$ cat src/rtl/regfile_alu_sequencer_if.sv
// -----------------------------------------------------------------------------
// regfile_alu_sequencer_if
// Bundles every signal around the sequencer: the command/status side facing
// the board FSM, the regfile read/write ports and the ALU operand/result ports.
//   slave  : the sequencer itself (takes commands, drives regfile/ALU controls)
//   master : the environment (issues commands, owns the regfile and the ALU)
// -----------------------------------------------------------------------------
interface regfile_alu_sequencer_if;
    // command side
    logic        start;
    logic [3:0]  op;
    logic [3:0]  ra;
    logic [3:0]  rb;
    logic [3:0]  rd;
    logic [15:0] imm;
    logic        use_imm;
    logic [3:0]  rep;
    // status
    logic        busy;
    logic        done;
    logic [3:0]  state;
    logic [4:0]  flags;
    // regfile
    logic [3:0]  rf_addr_a;
    logic [3:0]  rf_addr_b;
    logic [15:0] rf_rdata_a;
    logic [15:0] rf_rdata_b;
    logic        rf_we;
    logic [3:0]  rf_waddr;
    logic [15:0] rf_wdata;
    // ALU
    logic [15:0] alu_a;
    logic [15:0] alu_b;
    logic [3:0]  alu_opcode;
    logic [15:0] alu_result;
    logic [4:0]  alu_flags;

    modport slave (
        input  start, op, ra, rb, rd, imm, use_imm, rep,
        input  rf_rdata_a, rf_rdata_b, alu_result, alu_flags,
        output busy, done, state, flags,
        output rf_addr_a, rf_addr_b, rf_we, rf_waddr, rf_wdata,
        output alu_a, alu_b, alu_opcode
    );

    modport master (
        output start, op, ra, rb, rd, imm, use_imm, rep,
        output rf_rdata_a, rf_rdata_b, alu_result, alu_flags,
        input  busy, done, state, flags,
        input  rf_addr_a, rf_addr_b, rf_we, rf_waddr, rf_wdata,
        input  alu_a, alu_b, alu_opcode
    );
endinterface

$ cat src/rtl/regfile_alu_sequencer.sv
// -----------------------------------------------------------------------------
// regfile_alu_sequencer
// Executes one register-to-register ALU command at a time: latch command,
// read operands, run the ALU, write the result back, optionally repeat N times.
// Ports:
//   clk    : system clock, rising edge
//   reset  : asynchronous reset, active low
//   bus    : regfile_alu_sequencer_if.slave (command, status, regfile, ALU)
//
//   state | meaning
//   ------+---------------------------------------------------------
//   IDLE  | waiting for start; command registers captured on start
//   FETCH | regfile read addresses driven, operands latched at edge
//   EXEC  | ALU driven from latched operands, result/flags latched
//   WRITE | result written to rd; repeat via FETCH while count > 1
//   DONE  | one-cycle done pulse, back to IDLE
// -----------------------------------------------------------------------------
module regfile_alu_sequencer (
    input  logic                    clk,
    input  logic                    reset,
    regfile_alu_sequencer_if.slave  bus
);
    localparam logic [3:0] CMP_OP  = 4'hB;

    localparam logic [3:0] S_IDLE  = 4'd0;
    localparam logic [3:0] S_FETCH = 4'd1;
    localparam logic [3:0] S_EXEC  = 4'd2;
    localparam logic [3:0] S_WRITE = 4'd3;
    localparam logic [3:0] S_DONE  = 4'd4;

    logic [3:0]  state_q, state_d;
    logic [3:0]  op_q, ra_q, rb_q, rd_q, cnt_q;
    logic [15:0] imm_q, opa_q, opb_q, res_q;
    logic        use_imm_q;
    logic [4:0]  flags_q;

    // state register
    always_ff @(posedge clk or negedge reset) begin
        if (!reset) state_q <= S_IDLE;
        else        state_q <= state_d;
    end

    // next-state logic; unused codes fall back to IDLE
    always_comb begin
        state_d = S_IDLE;
        case (state_q)
            S_IDLE:  state_d = bus.start ? S_FETCH : S_IDLE;
            S_FETCH: state_d = S_EXEC;
            S_EXEC:  state_d = (op_q == CMP_OP) ? S_DONE : S_WRITE;
            S_WRITE: state_d = (cnt_q > 4'd1) ? S_FETCH : S_DONE;
            S_DONE:  state_d = S_IDLE;
            default: state_d = S_IDLE;
        endcase
    end

    // outputs decoded from state and registers only
    always_comb begin
        bus.busy       = (state_q != S_IDLE);
        bus.done       = (state_q == S_DONE);
        bus.state      = state_q;
        bus.flags      = flags_q;
        bus.rf_addr_a  = 4'd0;
        bus.rf_addr_b  = 4'd0;
        bus.rf_we      = 1'b0;
        bus.rf_waddr   = 4'd0;
        bus.rf_wdata   = 16'd0;
        bus.alu_a      = 16'd0;
        bus.alu_b      = 16'd0;
        bus.alu_opcode = 4'd0;
        case (state_q)
            S_FETCH: begin
                bus.rf_addr_a = ra_q;
                bus.rf_addr_b = rb_q;
            end
            S_EXEC: begin
                bus.alu_a      = opa_q;
                bus.alu_b      = opb_q;
                bus.alu_opcode = op_q;
            end
            S_WRITE: begin
                bus.rf_we    = 1'b1;
                bus.rf_waddr = rd_q;
                bus.rf_wdata = res_q;
            end
            default: ;
        endcase
    end

    // command, operand, result and iteration registers
    always_ff @(posedge clk or negedge reset) begin
        if (!reset) begin
            op_q      <= 4'd0;
            ra_q      <= 4'd0;
            rb_q      <= 4'd0;
            rd_q      <= 4'd0;
            imm_q     <= 16'd0;
            use_imm_q <= 1'b0;
            cnt_q     <= 4'd0;
            opa_q     <= 16'd0;
            opb_q     <= 16'd0;
            res_q     <= 16'd0;
            flags_q   <= 5'd0;
        end else begin
            case (state_q)
                S_IDLE: if (bus.start) begin
                    op_q      <= bus.op;
                    ra_q      <= bus.ra;
                    rb_q      <= bus.rb;
                    rd_q      <= bus.rd;
                    imm_q     <= bus.imm;
                    use_imm_q <= bus.use_imm;
                    cnt_q     <= (bus.rep == 4'd0) ? 4'd1 : bus.rep;
                end
                S_FETCH: begin
                    opa_q <= bus.rf_rdata_a;
                    opb_q <= use_imm_q ? imm_q : bus.rf_rdata_b;
                end
                S_EXEC: begin
                    res_q   <= bus.alu_result;
                    flags_q <= bus.alu_flags;
                end
                // count exits at 1, so the decrement never wraps
                S_WRITE: if (cnt_q > 4'd1) cnt_q <= cnt_q - 4'd1;
                default: ;
            endcase
        end
    end
endmodule

$ cat src/flat_wrapper.sv
// flat-port wrapper written by rule: the top's interface ports become plain ports
module regfile_alu_sequencer_flat 
  (clk, reset, bus_start, bus_op, bus_ra, bus_rb, bus_rd, bus_imm, bus_use_imm, bus_rep, bus_rf_rdata_a, bus_rf_rdata_b, bus_alu_result, bus_alu_flags, bus_busy, bus_done, bus_state, bus_flags, bus_rf_addr_a, bus_rf_addr_b, bus_rf_we, bus_rf_waddr, bus_rf_wdata, bus_alu_a, bus_alu_b, bus_alu_opcode);
  regfile_alu_sequencer_if bus_i ();
  input  logic clk;
  input  logic reset;
  input wire logic [$bits(bus_i.start)-1:0] bus_start;
  input wire logic [$bits(bus_i.op)-1:0] bus_op;
  input wire logic [$bits(bus_i.ra)-1:0] bus_ra;
  input wire logic [$bits(bus_i.rb)-1:0] bus_rb;
  input wire logic [$bits(bus_i.rd)-1:0] bus_rd;
  input wire logic [$bits(bus_i.imm)-1:0] bus_imm;
  input wire logic [$bits(bus_i.use_imm)-1:0] bus_use_imm;
  input wire logic [$bits(bus_i.rep)-1:0] bus_rep;
  input wire logic [$bits(bus_i.rf_rdata_a)-1:0] bus_rf_rdata_a;
  input wire logic [$bits(bus_i.rf_rdata_b)-1:0] bus_rf_rdata_b;
  input wire logic [$bits(bus_i.alu_result)-1:0] bus_alu_result;
  input wire logic [$bits(bus_i.alu_flags)-1:0] bus_alu_flags;
  output wire logic [$bits(bus_i.busy)-1:0] bus_busy;
  output wire logic [$bits(bus_i.done)-1:0] bus_done;
  output wire logic [$bits(bus_i.state)-1:0] bus_state;
  output wire logic [$bits(bus_i.flags)-1:0] bus_flags;
  output wire logic [$bits(bus_i.rf_addr_a)-1:0] bus_rf_addr_a;
  output wire logic [$bits(bus_i.rf_addr_b)-1:0] bus_rf_addr_b;
  output wire logic [$bits(bus_i.rf_we)-1:0] bus_rf_we;
  output wire logic [$bits(bus_i.rf_waddr)-1:0] bus_rf_waddr;
  output wire logic [$bits(bus_i.rf_wdata)-1:0] bus_rf_wdata;
  output wire logic [$bits(bus_i.alu_a)-1:0] bus_alu_a;
  output wire logic [$bits(bus_i.alu_b)-1:0] bus_alu_b;
  output wire logic [$bits(bus_i.alu_opcode)-1:0] bus_alu_opcode;
  assign bus_i.start = bus_start;
  assign bus_i.op = bus_op;
  assign bus_i.ra = bus_ra;
  assign bus_i.rb = bus_rb;
  assign bus_i.rd = bus_rd;
  assign bus_i.imm = bus_imm;
  assign bus_i.use_imm = bus_use_imm;
  assign bus_i.rep = bus_rep;
  assign bus_i.rf_rdata_a = bus_rf_rdata_a;
  assign bus_i.rf_rdata_b = bus_rf_rdata_b;
  assign bus_i.alu_result = bus_alu_result;
  assign bus_i.alu_flags = bus_alu_flags;
  assign bus_busy = bus_i.busy;
  assign bus_done = bus_i.done;
  assign bus_state = bus_i.state;
  assign bus_flags = bus_i.flags;
  assign bus_rf_addr_a = bus_i.rf_addr_a;
  assign bus_rf_addr_b = bus_i.rf_addr_b;
  assign bus_rf_we = bus_i.rf_we;
  assign bus_rf_waddr = bus_i.rf_waddr;
  assign bus_rf_wdata = bus_i.rf_wdata;
  assign bus_alu_a = bus_i.alu_a;
  assign bus_alu_b = bus_i.alu_b;
  assign bus_alu_opcode = bus_i.alu_opcode;
  regfile_alu_sequencer u_core (.clk(clk), .reset(reset), .bus(bus_i));
endmodule
$ cat config.mk
export PLATFORM = sky130hd
export DESIGN_NAME = regfile_alu_sequencer_flat
export DESIGN_NICKNAME = d
export VERILOG_FILES = /design/src/rtl/regfile_alu_sequencer_if.sv /design/src/rtl/regfile_alu_sequencer.sv /design/src/flat_wrapper.sv
export SDC_FILE = /design/constraint.sdc
export NUM_CORES = 1
export LEC_CHECK = 0
export CORE_ASPECT_RATIO = 1.1
export CORE_MARGIN = 2
export CORE_UTILIZATION = 43
export CTS_BUF_LIST = sky130_fd_sc_hd__clkbuf_16
export DETAILED_ROUTE_END_ITERATION = 16
export MAX_ROUTING_LAYER = met4
export PLACE_DENSITY = 0.91
export SETUP_SLACK_MARGIN = 0.15
export SLEW_MARGIN = 15
export SYNTH_ARGS = -nofsm -noshare
export SYNTH_HDL_FRONTEND = slang
export SYNTH_SLANG_ARGS = --single-unit
$ cat constraint.sdc
create_clock -name clk -period 2.1 [get_ports clk]
set_clock_uncertainty 0.2 [all_clocks]
set_input_delay 0.63 -clock clk [delete_from_list [all_inputs] [get_ports clk]]
set_output_delay 0.63 -clock clk [all_outputs]
set_load 0.005 [all_outputs]
==> results.py <==
metrics = {
    "placement": {
        "hpwl_mm": 8.19,
        "io_buffers": 167,
        "dpl_cell_area_sq_mm": 0.00619,
        "dp_cells": 692,
        "gp_congestion": 0.822,
    },
    "synth": {
        "synthTopCellsByArea": "dfrtp_1 55%, mux2_2 9.9%, and2_1 9.5%",
        "synth_fp_nets": 502,
        "yosysUniqueCellTypes": 31,
        "synth_warnings": 0,
        "syn_inst": 407,
        "synthesis.area_sq_mm": 0.00421,
        "synth_area_per_cell_sq_um": 10.3,
        "yosys.area.top_type": "dfrtp_1",
        "synth_top_area_share_pct": 55.3,
        "ys_ff_latch": 93,
        "seq_area_frac_synth_pct": 55.3,
    },
    "outcome": {
        "failed_checks": "negative setup slack",
        "status": "finished, violations left",
    },
    "critical_path": {
        "r2r_start": "u_core.bus.state[0]",
        "arrival_ns": 1.74,
        "regToRegEndpoint": "u_core.rd_q[2]",
        "end_kind": "primary output",
        "crit_type": "flip-flop to primary output",
        "critPathMaxFanout": 4,
        "worstPathRequired_ns": 1.27,
        "r2r_slack_ns": -0.21,
        "startpoint_type": "flip-flop",
        "reg2regPathDepth": 11,
    },
    "final_layout": {
        "final_cells": 779,
        "postLayoutCellArea_sq_mm": 0.00805,
        "nFillCells": 391,
        "n_antenna_cell": 0,
        "fin_nets": 752,
        "areaGrowthSynthToFinish_pct": 91.3,
        "drive_above_1_share_pct": 52.6,
    },
    "cts": {
        "clkLatencyLatePin_ns": 0.35,
        "clk_pin_slew_ns": 0.08,
        "h-tree-depth": 3,
        "cts_root_buffer": "clkbuf_16",
        "cts_buffer_depth": 2,
        "cts_buffers": 9,
        "cts_tree": "yes",
        "ctsHoldBuffers": 0,
        "cts.sinks": 93,
    },
    "timing": {
        "setup_ws_ns": -0.470,
        "rsz0062_at_grt": "yes",
        "fin_crit_sh_pct": 122,
        "worstMarginPinSlew_ns": 0.506,
        "finalMaxSlewViolations": 0,
        "finalHoldViolations": 0,
        "post-route-min-period_ns": 2.57,
        "relSlewSlack_pct": 66.2,
        "finalSetupViolCount": 128,
        "max_freq_mhz": 389,
    },
    "detailed_routing": {
        "drc": 0,
        "drt_iter0_drc": 309,
        "avgViaCountPerCell": 5.59,
        "ant_nets": 0,
        "vias": 4356,
        "wl_per_cell_um": 24.2,
        "totalWireLength_mm": 18.9,
        "drtPass1Iterations": 4,
    },
    "die": {
        "dieArea_sq_mm": 0.0106,
        "initial_core_util_pct": 44.5,
        "core-area_sq_mm": 0.00944,
        "die_w_um": 98.3,
        "rows": 37,
        "die_y_um": 108,
        "pin_count": 169,
    },
    "global_route": {
        "antenna_found_initial": 0,
        "grt_pass1_vias": 4162,
        "grt_usage_pct": 27.7,
        "grt_pass1_wl_mm": 22.1,
        "grt_overflow": 0,
        "grt_max_degree": 94,
    },
    "power_and_ir_drop": {
        "power_leakage_nw": 3.92,
        "clockPowerShare_pct": 11.7,
        "combPwrFrac_pct": 61.6,
        "seq_power_share_pct": 26.7,
        "irDropWorstVdd_mv": 0.879,
        "power_density_mw_per_mm2": 1600,
        "p_sw_share_pct": 36.0,
        "power.switching_mw": 4.64,
        "internal_power_mw": 8.23,
    },
    "worst_hold_path": {
        "hold_path.class": "input port to asynchronous set/reset pin",
    },
    "flow_run": {
        "cap_violations": 0,
    },
}
-- worst max-delay path: stages, from the launching register on --
cell and delay, ns:
dfrtp_2 0.44, nor3b_4 0.26, buf_6 0.16, buf_6 0.12, buf_6 0.11, buf_6 0.10
and2_4 0.13, buf_6 0.08
-- cells by family (layout without fill, tap and decap cells) --
group	after synthesis	count (layout)	share of synthesized area, %
other	1	1	0.0892
AND/OR/NAND/NOR	201	201	23.0
multiplexers	53	53	13.7
AO/OA/AOI/OAI	28	28	4.11
flip-flops	93	93	55.3
buffers and inverters	29	284	3.12
adder cells (fa/ha/maj)	2	2	0.595
-- synthesized netlist by cell type --
master	number
o221a_2	1
inv_1	5
o22ai_1	1
nand3_1	2
nor3b_2	2
o211a_1	2
nor3_1	4
clkbuf_1	8
a211o_1	1
nand4b_1	1
mux2i_1	16
buf_2	14
nor4b_2	1
nor3b_1	1
o21bai_1	1
o22a_1	1
dfrtp_1	93
conb_1	1
nor2_1	20
o31ai_1	1
or2_2	1
clkbuf_2	1
nand2_1	103
nand3b_1	1
a21oi_1	19
a211oi_1	1
nand2b_1	1
mux2_2	37
buf_4	1
and2_1	64
ha_1	2
-- through the flow --
stage | hold slack [ns] | setup TNS (ns) | power, mW | setup WS [ns] | utilization [%]
after CTS | 0.156 | -20.67 | 10.6 | -0.412 | 75.5
after global placement | 0.251 | -18.79 | 7.33 | -0.334 | 65.6
after floorplan | 0.134 | 0 | 5.48 | 0.123 | -
final | 0.122 | -31.04 | 12.9 | -0.470 | 85.2
after global routing | 0.173 | -35.86 | 13.3 | -0.506 | 85.2
after detailed placement | 0.254 | -21.11 | 7.56 | -0.368 | 65.6
-- cell usage in the layout (no fill, tap or decap), types with 6 or more instances in the layout --
| cell | synthesis | layout |
|---|---|---|
| nand2_2 | 0 | 29 |
| nor2_1 | 20 | 9 |
| and2_1 | 64 | 13 |
| and2_4 | 0 | 51 |
| nor2_4 | 0 | 6 |
| nand2_1 | 103 | 55 |
| dfrtp_1 | 93 | 90 |
| mux2i_1 | 16 | 16 |
| mux2_2 | 37 | 10 |
| clkbuf_16 | 0 | 16 |
| clkdlybuf4s50_1 | 0 | 91 |
| buf_6 | 0 | 94 |
| buf_2 | 14 | 16 |
| a21oi_1 | 19 | 13 |
| nand2_4 | 0 | 19 |
| mux2_4 | 0 | 27 |
| buf_12 | 0 | 14 |
| buf_4 | 1 | 26 |
-- routing by layer --
| metal | up-vias | GRT usage, % | wire [um] |
|---|---|---|---|
| li1 | 1819 | - | - |
| met1 | 2202 | 31.4 | 6840 |
| met2 | 256 | 48.2 | 10000 |
| met3 | 79 | 5.91 | 1260 |
| met4 | 0 | 10.8 | 783 |
| met5 | - | - | 0 |
-- power groups by stage --
stage	logic [mW]	clock network (mW)	registers (mW)
after floorplan	2.41	0	3.06
after global placement	4.15	0	3.18
after detailed placement	4.31	0	3.25
after CTS	5.93	1.45	3.23
after global routing	8.26	1.59	3.48
final	7.93	1.50	3.43
-- how the worst max path moves through the flow --
stage | cells past startpoint | end | start | slack [ns]
floorplan | 4 | bus_rf_wdata[10] | u_core.bus.state[2] | 0.12
global placement | 4 | bus_alu_a[13] | u_core.bus.state[0] | -0.33
detailed placement | 4 | bus_alu_a[4] | u_core.bus.state[0] | -0.37
CTS | 7 | bus_alu_a[4] | u_core.bus.state[0] | -0.41
global route | 7 | bus_alu_opcode[1] | u_core.bus.state[0] | -0.51
finish | 7 | bus_alu_opcode[1] | u_core.bus.state[0] | -0.47
-- flip-flops by register name, summed over array words and instances (netlist names) --
name,flops
u_core.imm_q,16
u_core.res_q,16
u_core.cnt_q,4
u_core.opa_q,16
u_core.rd_q,4
u_core.bus.state,3
u_core.bus.flags,5
u_core.ra_q,4
u_core.rb_q,4
u_core.op_q,4
u_core.opb_q,16
u_core.use_imm_q,1
-- cell type report --
class	instances	area [sq um]	share of cell area, %
Timing Repair Buffer	263	2960	36.7
Multi-Input combinational cell	285	2330	29.0
Sequential cell	93	2330	29.0
Clock buffer	9	225	2.80
Tap cell	117	146	1.82
Clock inverter	7	35.0	0.435
Inverter	5	18.8	0.233
-- repair_timing --
action / CTS / global route
cloned: 6 / 9
pin swaps: 25 / 65
buffers inserted: 38 / 18
setup endpoints to repair: 89 / 151
gates resized for setup: 415 / 153
Note: power is estimated with default switching activity, not from simulation.
